$ cat src/rtl/mux_arbiter.sv
// Two-input valid/ready arbiter feeding a single registered output slot.
// Define MUX_ARBITER_RR_EN for round-robin on contention; default is fixed priority to channel 0.
module mux_arbiter #(
  parameter int unsigned WIDTH = 1
) (
  input  logic             clk,
  input  logic             rst_n,
  input  logic             in0_valid,
  input  logic [WIDTH-1:0] in0_data,
  output logic             in0_ready,
  input  logic             in1_valid,
  input  logic [WIDTH-1:0] in1_data,
  output logic             in1_ready,
  output logic             sel,
  output logic             out_valid,
  output logic [WIDTH-1:0] out_data,
  output logic             out_src,
  input  logic             out_ready
);

  logic             r_out_valid;
  logic [WIDTH-1:0] r_out_data;
  logic             r_out_src;
  logic             r_last_grant;

  logic             w_slot_free;
  logic             w_grant;
  logic             w_xfer;

  // Grant selection; with no requester the select parks on the last winner.
  always_comb begin
    w_grant     = r_last_grant;
    w_slot_free = ~r_out_valid | out_ready;
    if (in0_valid && in1_valid) begin
`ifdef MUX_ARBITER_RR_EN
      w_grant = ~r_last_grant;
`else
      w_grant = 1'b0;
`endif
    end else if (in1_valid) begin
      w_grant = 1'b1;
    end else if (in0_valid) begin
      w_grant = 1'b0;
    end
    w_xfer = rst_n & w_slot_free & (in0_valid | in1_valid);
  end

  assign sel       = w_grant;
  assign in0_ready = w_xfer & ~w_grant;
  assign in1_ready = w_xfer & w_grant;

  // Output slot: load on transfer, drain when consumed, otherwise hold.
  always_ff @(posedge clk) begin
    if (!rst_n) begin
      r_out_valid  <= 1'b0;
      r_out_data   <= '0;
      r_out_src    <= 1'b0;
      r_last_grant <= 1'b1;
    end else if (w_xfer) begin
      r_out_valid  <= 1'b1;
      r_out_data   <= w_grant ? in1_data : in0_data;
      r_out_src    <= w_grant;
      r_last_grant <= w_grant;
    end else if (out_ready) begin
      r_out_valid  <= 1'b0;
    end
  end

  assign out_valid = r_out_valid;
  assign out_data  = r_out_data;
  assign out_src   = r_out_src;

endmodule

$ cat config.mk
export PLATFORM = sky130hd
export DESIGN_NAME = mux_arbiter
export DESIGN_NICKNAME = d
export VERILOG_FILES = /design/src/rtl/mux_arbiter.sv
export SDC_FILE = /design/constraint.sdc
export NUM_CORES = 1
export LEC_CHECK = 0
export ABC_AREA = 1
export BUFFER_PORTS_ARGS = -buffer_cell sky130_fd_sc_hd__buf_2
export CAP_MARGIN = 20
export CORE_AREA = 2 2 39 41
export CTS_CLUSTER_DIAMETER = 100
export DETAILED_ROUTE_END_ITERATION = 16
export DIE_AREA = 0 0 41 43
export SYNTH_ARGS = -nofsm -noshare
export SYNTH_HDL_FRONTEND = slang
export SYNTH_SLANG_ARGS = --single-unit
$ cat constraint.sdc
create_clock -name clk -period 1.2 [get_ports clk]
set_clock_uncertainty 0.1 [all_clocks]
set_input_delay 0.24 -clock clk [delete_from_list [all_inputs] [get_ports clk]]
set_output_delay 0.24 -clock clk [all_outputs]
set_load 0.02 [all_outputs]
== Word-level counts from Yosys, hierarchy flattened ==
Index checks and enable logic that the tools add are counted.
Cells by class
  multiplexer cells: 6
  bitwise gates (word level): 8
  reduce and logical (&&, ||, !) cells: 2
Operator list (number)
  $mux W1: 6
  $and A1 B1 Y1: 4
  $not A1 Y1: 2
  $or A1 B1 Y1: 2
  $reduce_bool A2 Y1: 1
  $logic_and A1 B1 Y1: 1
Storage, ports and cells
  register bits: 4
  logic and storage cells: 20

== Longest topological paths before layout ==
Gate-level depths: netlist (run 1).
  depth in word-level cells: 5
  gate-level depth with buffers: 6
  mapped depth without buffers: 6

== Least setup slack after synthesis (run 1) ==
No wires, ideal clock.
  path type: register to output
  from: register r_last_grant
  to: output port in0_ready
  arrival time: 905 ps
  data required time: 860 ps
  path slack: -45 ps
  stages on the path, launching flop included: 4
  buffers on the path: 0
  cells stage by stage: dfxtp_1 > o21ai_1 > inv_1 > nor2_1
On the way
  cells in the longest elaborated chain, start to end: 5
Ends and longest elaborated chain
  start: declaration: line 24  | logic r_last_grant;
  start signal: assignment: line 63  | r_last_grant <= w_grant;
  $mux W1: line 42  | end else if (in0_valid) begin
  $mux W1: line 40  | end else if (in1_valid) begin
  $mux W1: line 34  | if (in0_valid && in1_valid) begin
  named net sel: line 14  | output logic sel,
  $not A1 Y1: line 49  | assign in0_ready = w_xfer & ~w_grant;
  $and A1 B1 Y1: line 49
  end: declaration: line 10  | output logic in0_ready,
The timed path passes the listed nets, and every way through them passes these cells.

== Final worst setup path (run 1) ==
  from: register r_last_grant
  to: output port in1_ready
On the way
  cells in the longest elaborated chain, start to end: 4
Ends and longest elaborated chain
  $mux W1: line 42
  $mux W1: line 40
  $mux W1: line 34
  $and A1 B1 Y1: line 50  | assign in1_ready = w_xfer & w_grant;
  end: declaration: line 13  | output logic in1_ready,
No other way between the ends.

==> results.json, run 1 <==
{
  "status": "finished with violations",
  "violations": "setup timing",
  "cp_data_required_time_ns": 0.86,
  "yosysSeqAreaShare_pct": 38.6,
  "fin_setup_tns_ns": -0.545,
  "io_buffers": 12,
  "slowest_stage": "dfxtp_2",
  "grt.total_usage_pct": 8.63,
  "critPathMaxStageDelay_ns": 0.32,
  "critical_path_arrival_ns": 1.01,
  "finalSetupViolCount": 5,
  "ys_ff_latch": 4,
  "syn-num-nets": 38,
  "gp_congestion": 0.688,
  "rsz0062_at_grt": "true",
  "cts_made_buffers": 3,
  "yosysWarnings": 0,
  "clk_pin_slew_ns": 0.04,
  "start_util_pct": 15.0,
  "cts_tree": "done",
  "syn-instance-count": 31,
  "path_buf_inv": 3,
  "fin_area_um2": 438,
  "grt_antenna_before_repair": 0,
  "crit_path_start": "r_last_grant",
  "syn2layout_area_growth_pct": 111,
  "cts.path.max_buffers": 2,
  "timing.final.crit_share_pct": 113,
  "worst_pin_slew_ns": 0.243,
  "criticalPathCategory": "flip-flop to output pin",
  "overflow": 0,
  "fin_crit_ns": 1.35,
  "diodes": 0,
  "dieArea_um2": 1760,
  "endpoint_kind": "output pin",
  "power_mw": 0.455,
  "num_rows": 14,
  "grt_max_degree": 4,
  "maxSlewHeadroom_pct": 83.8,
  "vias": 276,
  "io_pins": 13,
  "vias_per_cell": 3.83,
  "ys_types": 11,
  "start_kind": "flip-flop",
  "die-width_um": 41,
  "clkSinkCount": 4,
  "max_freq_ghz": 0.739,
  "drt_iter0_markers": 6,
  "wire_per_inst_um": 8.38,
  "cp_top_family": "flip-flops",
  "r2r-end": "out_data",
  "drive_gt1_share_pct": 73.2,
  "drtPass1Iterations": 4,
  "drc": 0,
  "final_nets": 65,
  "fp.dieH_um": 43,
  "nFillCells": 150,
  "r2r_start": "out_valid",
  "grt_pass1_wl_mm": 1.01,
  "drv_slew": 0,
  "synth_area_um2": 208,
  "dpl-instance-area_um2": 335,
  "vdd_drop_max_v": 0.000606,
  "p_leak_nw": 0.234,
  "synth_area_per_cell_um2": 6.70,
  "path_cells": "o21ai_2 -> inv_2 -> nand2_2 -> inv_2 -> buf_6",
  "crit_end": "in1_ready",
  "cap_violations": 0,
  "finalHoldViolCount": 0,
  "rr_worst_depth": 9,
  "grt_pass1_vias": 272,
  "wirelength_um": 603,
  "clock-root-buffer": "clkbuf_4",
  "crit_top_cell": "inv_2",
  "most-common-layout-cells": "9 x buf_2, 9 x buf_4, 5 x inv_1, 5 x nand2_2, 5 x nand2_1",
  "ant_nets": 0,
  "powerDensity_nw_per_um2": 1040,
  "worstPathMaxFanout": 3,
  "post-dp-hpwl_um": 442,
  "cp.depth": 5,
  "layout_setup_ws_ns": -0.152,
  "insertion_delay_ns": 0.24,
  "hold_class": "input pin to flip-flop",
  "design.core.area_um2": 1380,
  "reg2reg_slack_ns": -0.10,
  "h-tree-depth": 1
}
sequential cells by signal, summed over array words and instances (netlist names):
register and cells:
out_data 1, r_last_grant 1, out_valid 1, out_src 1
routing by layer:
metal,global-route usage (%),wire length [um],vias up
met5,0,0,-
met4,2.00,0,0
met3,6.28,52,0
met2,13.1,299,8
met1,9.32,251,124
li1,-,-,144
worst min path at each step:
stage	startpoint	depth (start not counted)	end
finish	rst_n	2	r_last_grant
global route	rst_n	2	r_last_grant
CTS	rst_n	2	r_last_grant
detailed placement	out_data	2	out_data
global placement	out_data	2	out_data
floorplan	rst_n	1	r_last_grant
worst reg2reg max path: stages (launching register included):
cell	delay (ns)
dfxtp_2	0.32
nand2_2	0.05
nand2_2	0.09
nor2_4	0.04
buf_4	0.13
buf_6	0.10
buf_4	0.12
buf_4	0.13
nand2_2	0.06
a21oi_2	0.05
through the flow:
step | utilization, % | setup WS (ns) | instances | hold WS (ns)
floorplan | - | 0.00254 | 31 | 0.240
global placement | 24.2 | -0.0643 | 65 | 0.356
detailed placement | 24.2 | -0.0351 | 65 | 0.355
CTS | 30.1 | -0.169 | 72 | 0.135
global route | 31.6 | -0.213 | 72 | 0.154
finish | 31.6 | -0.152 | 72 | 0.136
layout make-up:
class	instances	area (um2)	area share [%]
repair buffers	22	158	36.0
multi-input cells	20	129	29.4
flip-flops and latches	4	82.6	18.9
inverters	7	26.3	6.00
clock buffers	3	22.5	5.14
well taps	16	20.0	4.57
power by group:
part	switching (mW)	leakage [nW]	internal (mW)
Clock	0.0567	0.0138	0.112
Sequential	0.00505	0.0329	0.144
Combinational	0.0689	0.188	0.0680
Total	0.131	0.234	0.324
cell usage after synthesis:
master	instances	area, um2
o211ai_1	1	7.51
a21oi_1	2	10.0
nor2_1	1	3.75
dfxtp_1	4	80.1
nand2_2	2	12.5
inv_1	7	26.3
a21oi_2	1	8.76
o21ai_1	1	5.00
nor2_2	3	18.8
nand3_1	1	5.00
nand2_1	8	30.0
cells by family (layout without fill, tap and decap cells):
logic type / after synthesis / count (layout) / synth area share, %
compound gates: 5 / 5 / 15.1
buf+inv: 7 / 32 / 12.7
flops: 4 / 4 / 38.6
simple gates: 15 / 15 / 33.7
timing repair:
action / CTS / global route
endpoints found under the setup margin: 3 / 5
resized for setup: 12 / 5
setup buffers: 4 / 1
hold buffers: 0 / 0
pin swaps: 4 / 4
gates cloned: 0 / 0
(Power assumes the default switching activity.)
==> run 2, diff against run 1 <==
--- a/config.mk
+++ b/config.mk
@@ -12,6 +12,7 @@
 export CTS_CLUSTER_DIAMETER = 100
 export DETAILED_ROUTE_END_ITERATION = 16
 export DIE_AREA = 0 0 41 43
+export PLACE_DENSITY = 0.36
 export SYNTH_ARGS = -nofsm -noshare
 export SYNTH_HDL_FRONTEND = slang
 export SYNTH_SLANG_ARGS = --single-unit
==> run 2 against run 1 <==
  * The flow still finishes with violations (setup timing)
  * Largest power group unchanged
  * Clock-buffer cell count unchanged
  * Critical endpoint unchanged
  * Sequential share of layout area up 0.96 points
  * Worst hold slack better by 0.011 ns
==> results.json, run 2 (synthesis results as in run 1) <==
{
  "wire_per_inst_um": 7.92,
  "clock-root-buffer": "clkbuf_4",
  "rsz0062_at_grt": "true",
  "hold_class": "input pin to flip-flop",
  "drt_iter0_markers": 1,
  "drc": 0,
  "timing.final.crit_share_pct": 112,
  "fp.dieH_um": 43,
  "critPathMaxStageDelay_ns": 0.31,
  "max_freq_ghz": 0.743,
  "fin_crit_ns": 1.35,
  "grt_max_degree": 4,
  "vdd_drop_max_v": 0.000472,
  "die-width_um": 41,
  "finalSetupViolCount": 3,
  "final_nets": 65,
  "diodes": 0,
  "drv_slew": 0,
  "drive_gt1_share_pct": 67.9,
  "cts.path.max_buffers": 2,
  "status": "finished with violations",
  "cts_hold_buf": 0,
  "cp_data_required_time_ns": 0.86,
  "maxSlewHeadroom_pct": 88.4,
  "cts_tree": "done",
  "rr_worst_depth": 7,
  "violations": "setup timing",
  "cap_violations": 0,
  "wirelength_um": 570,
  "grt_use_met1_pct": 8.06,
  "most-common-layout-cells": "11 x buf_4, 9 x buf_2, 7 x nand2_1, 5 x inv_1",
  "grt_antenna_before_repair": 0,
  "finalHoldViolCount": 0,
  "final_common_cell": "buf_4",
  "overflow": 0,
  "syn2layout_area_growth_pct": 101,
  "grt_util_met2_pct": 13.8,
  "num_rows": 14,
  "design.core.area_um2": 1380,
  "clkSinkCount": 4,
  "h-tree-depth": 1,
  "dpl-instance-area_um2": 343,
  "io_pins": 13,
  "ant_nets": 0,
  "busiest_layer": "met2",
  "grt_util_met3_pct": 7.85,
  "worstPathMaxFanout": 2,
  "worst_pin_slew_ns": 0.174,
  "hold_path_depth": 2,
  "power_mw": 0.434,
  "critical_path_arrival_ns": 1.01,
  "insertion_delay_ns": 0.23,
  "criticalPathCategory": "flip-flop to output pin",
  "grt_pass1_wl_mm": 1.00,
  "vias": 262,
  "start_util_pct": 15.0,
  "gp_congestion": 0.694,
  "grt.total_usage_pct": 9.05,
  "start_kind": "flip-flop",
  "slowest_stage": "dfxtp_2",
  "endpoint_kind": "output pin",
  "post-dp-hpwl_um": 451,
  "p_leak_nw": 0.229,
  "io_buffers": 12,
  "vias_per_cell": 3.64,
  "nFillCells": 157,
  "drtPass1Iterations": 2,
  "fin_area_um2": 417,
  "grt_pass1_vias": 287,
  "path_cells": "nand2_2 -> nand2_1 -> nor2_2 -> nand2_2 -> inv_2 -> buf_6",
  "dieArea_um2": 1760,
  "powerDensity_nw_per_um2": 1040,
  "layout_setup_ws_ns": -0.145,
  "crit_top_cell": "nand2_2",
  "clk_pin_slew_ns": 0.03,
  "cts_made_buffers": 3
}
## run 2: stage by stage
step	std cells	setup TNS [ns]	hold WS, ns	setup slack (ns)	utilization, %
2_1_floorplan	31	0	0.240	0.00254	-
3_3_place_gp	66	-0.126	0.352	-0.0815	24.8
3_5_place_dp	66	-0.0523	0.360	-0.0411	24.8
4_1_cts	72	-0.380	0.142	-0.171	29.3
5_1_grt	72	-0.513	0.155	-0.211	30.1
6_report	72	-0.319	0.147	-0.145	30.1
## run 2: layer usage
metal | wire, um | part of all wire, % | up-vias
met2 | 269 | 47 | 8
met5 | 0 | 0 | -
li1 | - | - | 145
met1 | 259 | 45 | 109
met4 | 0 | 0 | 0
met3 | 41 | 7.2 | 0
## run 2: critical path, delay by kind of cell, from the launching register on
| family | cells | cell delay, ns |
|---|---|---|
| buffers and inverters | 2 | 0.15 |
| flip-flops | 1 | 0.31 |
| AND/OR/NAND/NOR | 4 | 0.32 |
## run 2: repair_timing
action | CTS | global route
pin swaps | 4 | 1
endpoints found under the setup margin | 3 | 5
resized for setup | 7 | 4
buffers inserted | 3 | 0
## run 2: cell type report
type / count / area (um2) / area share, %
Timing Repair Buffer: 22 / 150 / 36.0
Clock buffer: 3 / 22.5 / 5.41
Multi-Input combinational cell: 20 / 115 / 27.6
Inverter: 7 / 26.3 / 6.31
Sequential cell: 4 / 82.6 / 19.8
Tap cell: 16 / 20.0 / 4.80
## run 2: power by group
part           switching, mW  internal (mW)  leakage (nW)
clock                 0.0489          0.111        0.0138
sequential           0.00455          0.144        0.0329
combinational         0.0625         0.0621         0.183
## run 2: worst paths after layout
path / startpoint / endpoint / slack (ns)
min: rst_n / r_last_grant / 0.15
max reg2reg: out_valid / out_src / 0.06
min reg2reg: out_data / out_data / 0.36
max: out_valid / in1_ready / -0.15
==> run 3, diff against run 2 <==
--- a/config.mk
+++ b/config.mk
@@ -9,10 +9,12 @@
 export BUFFER_PORTS_ARGS = -buffer_cell sky130_fd_sc_hd__buf_2
 export CAP_MARGIN = 20
 export CORE_AREA = 2 2 39 41
+export CTS_BUF_LIST = sky130_fd_sc_hd__clkbuf_16
 export CTS_CLUSTER_DIAMETER = 100
 export DETAILED_ROUTE_END_ITERATION = 16
 export DIE_AREA = 0 0 41 43
 export PLACE_DENSITY = 0.36
+export RECOVER_POWER = 100
 export SYNTH_ARGS = -nofsm -noshare
 export SYNTH_HDL_FRONTEND = slang
 export SYNTH_SLANG_ARGS = --single-unit
==> run 3 against run 2 <==
  * The flow still finishes with violations (setup timing)
  * Die area unchanged
  * Non-clock buffer count unchanged
  * Worst hold slack better by 0.0092 ns
==> results.json, run 3 (synthesis results as in run 1) <==
{
  "status": "finished with violations",
  "violations": "setup timing",
  "p_comb_share_pct": 15.9,
  "most-common-layout-cells": "10 x buf_4, 7 x nand2_1, 6 x buf_2, 5 x inv_1",
  "maxSlewHeadroom_pct": 83.8,
  "hold-worst-slack_ns": 0.156,
  "drv_slew": 0,
  "drt_iter0_markers": 2,
  "cts_hold_buf": 0,
  "power_mw": 0.789,
  "clk_pin_slew_ns": 0.03,
  "vdd_drop_max_v": 0.000866,
  "diodes": 0,
  "worst_pin_slew_ns": 0.244,
  "clkPwrFrac_pct": 65.3,
  "endpoint_kind": "output pin",
  "hold_class": "input pin to flip-flop",
  "cts_tree": "done",
  "max_freq_ghz": 0.748,
  "dieArea_um2": 1760,
  "p_sw_mw": 0.157,
  "powerDensity_nw_per_um2": 1680,
  "fin_crit_ns": 1.34,
  "pwr-share-seq_pct": 18.8,
  "overflow": 0,
  "vias": 264,
  "post-dp-hpwl_um": 451,
  "dpl-instance-area_um2": 343,
  "io_buffers": 12,
  "clkSinkCount": 4,
  "final_common_cell": "buf_4",
  "design.core.area_um2": 1380,
  "wirelength_um": 578,
  "timing.final.crit_share_pct": 111,
  "critical_path_arrival_ns": 1.00,
  "rsz0062_at_grt": "true",
  "p_sw_share_pct": 20.0,
  "p_leak_nw": 0.249,
  "cts_made_buffers": 3,
  "h-tree-depth": 1,
  "criticalPathCategory": "flip-flop to output pin",
  "vias_per_cell": 3.67,
  "start_util_pct": 15.0,
  "cp_data_required_time_ns": 0.86,
  "finalSetupViolCount": 3,
  "cap_violations": 0,
  "grt.total_usage_pct": 9.35,
  "fin_setup_tns_ns": -0.292,
  "internal-power_mw": 0.632,
  "layout_setup_ws_ns": -0.137,
  "die-width_um": 41,
  "grt_pass1_wl_mm": 1.05,
  "utilization_pct": 34.0,
  "grt_max_degree": 4,
  "drive_gt1_share_pct": 64.3,
  "fp.dieH_um": 43,
  "insertion_delay_ns": 0.22,
  "ant_nets": 0,
  "grt_pass1_vias": 287,
  "worstPathMaxFanout": 2,
  "drc": 0,
  "finalHoldViolCount": 0,
  "drtPass1Iterations": 3,
  "num_rows": 14,
  "syn2layout_area_growth_pct": 127,
  "clock-root-buffer": "clkbuf_16",
  "gp_congestion": 0.694,
  "final_nets": 65,
  "wire_per_inst_um": 8.03,
  "io_pins": 13,
  "grt_antenna_before_repair": 0,
  "fin_area_um2": 470,
  "cts.path.max_buffers": 2,
  "start_kind": "flip-flop"
}
## run 3: worst max-delay path, stage by stage, from the launching register on
cell     delay, ns
dfxtp_1       0.30
nand2_2       0.06
nand2_1       0.06
nor2_2        0.11
nand2_2       0.07
inv_2         0.06
buf_6         0.10
## run 3: timing repair
item	4_1_cts	5_1_grt
buffers inserted	3	0
resized for setup	9	3
endpoints found under the setup margin	3	5
pin swaps	3	1
## run 3: final timing paths
check / startpoint / end / slack [ns] / cells past startpoint
setup / recovery: out_valid / in1_ready / -0.14 / 6
hold / removal: rst_n / r_last_grant / 0.16 / 2
hold reg to reg: out_data / out_data / 0.36 / 2
setup reg to reg: out_valid / out_src / 0.07 / 7
## run 3: area by class of cell
class / count / area (um2)
multi-input cells: 20 / 115
repair buffers: 22 / 153
clock buffers: 3 / 75.1
inverters: 7 / 26.3
flip-flops and latches: 4 / 81.3
well taps: 16 / 20.0
fillers: 156 / 913
## run 3: layer usage
metal	vias up	part of all wire (%)	global-route usage (%)
li1	146	-	-
met1	108	43	9.03
met2	8	45	13.8
met3	2	9.5	7.85
met4	0	2.8	4.00
met5	-	0	0
## run 3: per-stage QoR
stage,std cells,setup WS [ns]
after floorplan,31,0.00254
final,72,-0.137
after detailed placement,66,-0.0411
after CTS,72,-0.153
after global routing,72,-0.200
after global placement,66,-0.0815
## run 3: power by group through the flow
stage | registers [mW] | clock network [mW] | logic (mW)
after floorplan | 0.157 | 0 | 0.0452
after global placement | 0.149 | 0 | 0.104
after detailed placement | 0.149 | 0 | 0.103
after CTS | 0.149 | 0.525 | 0.123
after global routing | 0.150 | 0.535 | 0.139
final | 0.149 | 0.516 | 0.125
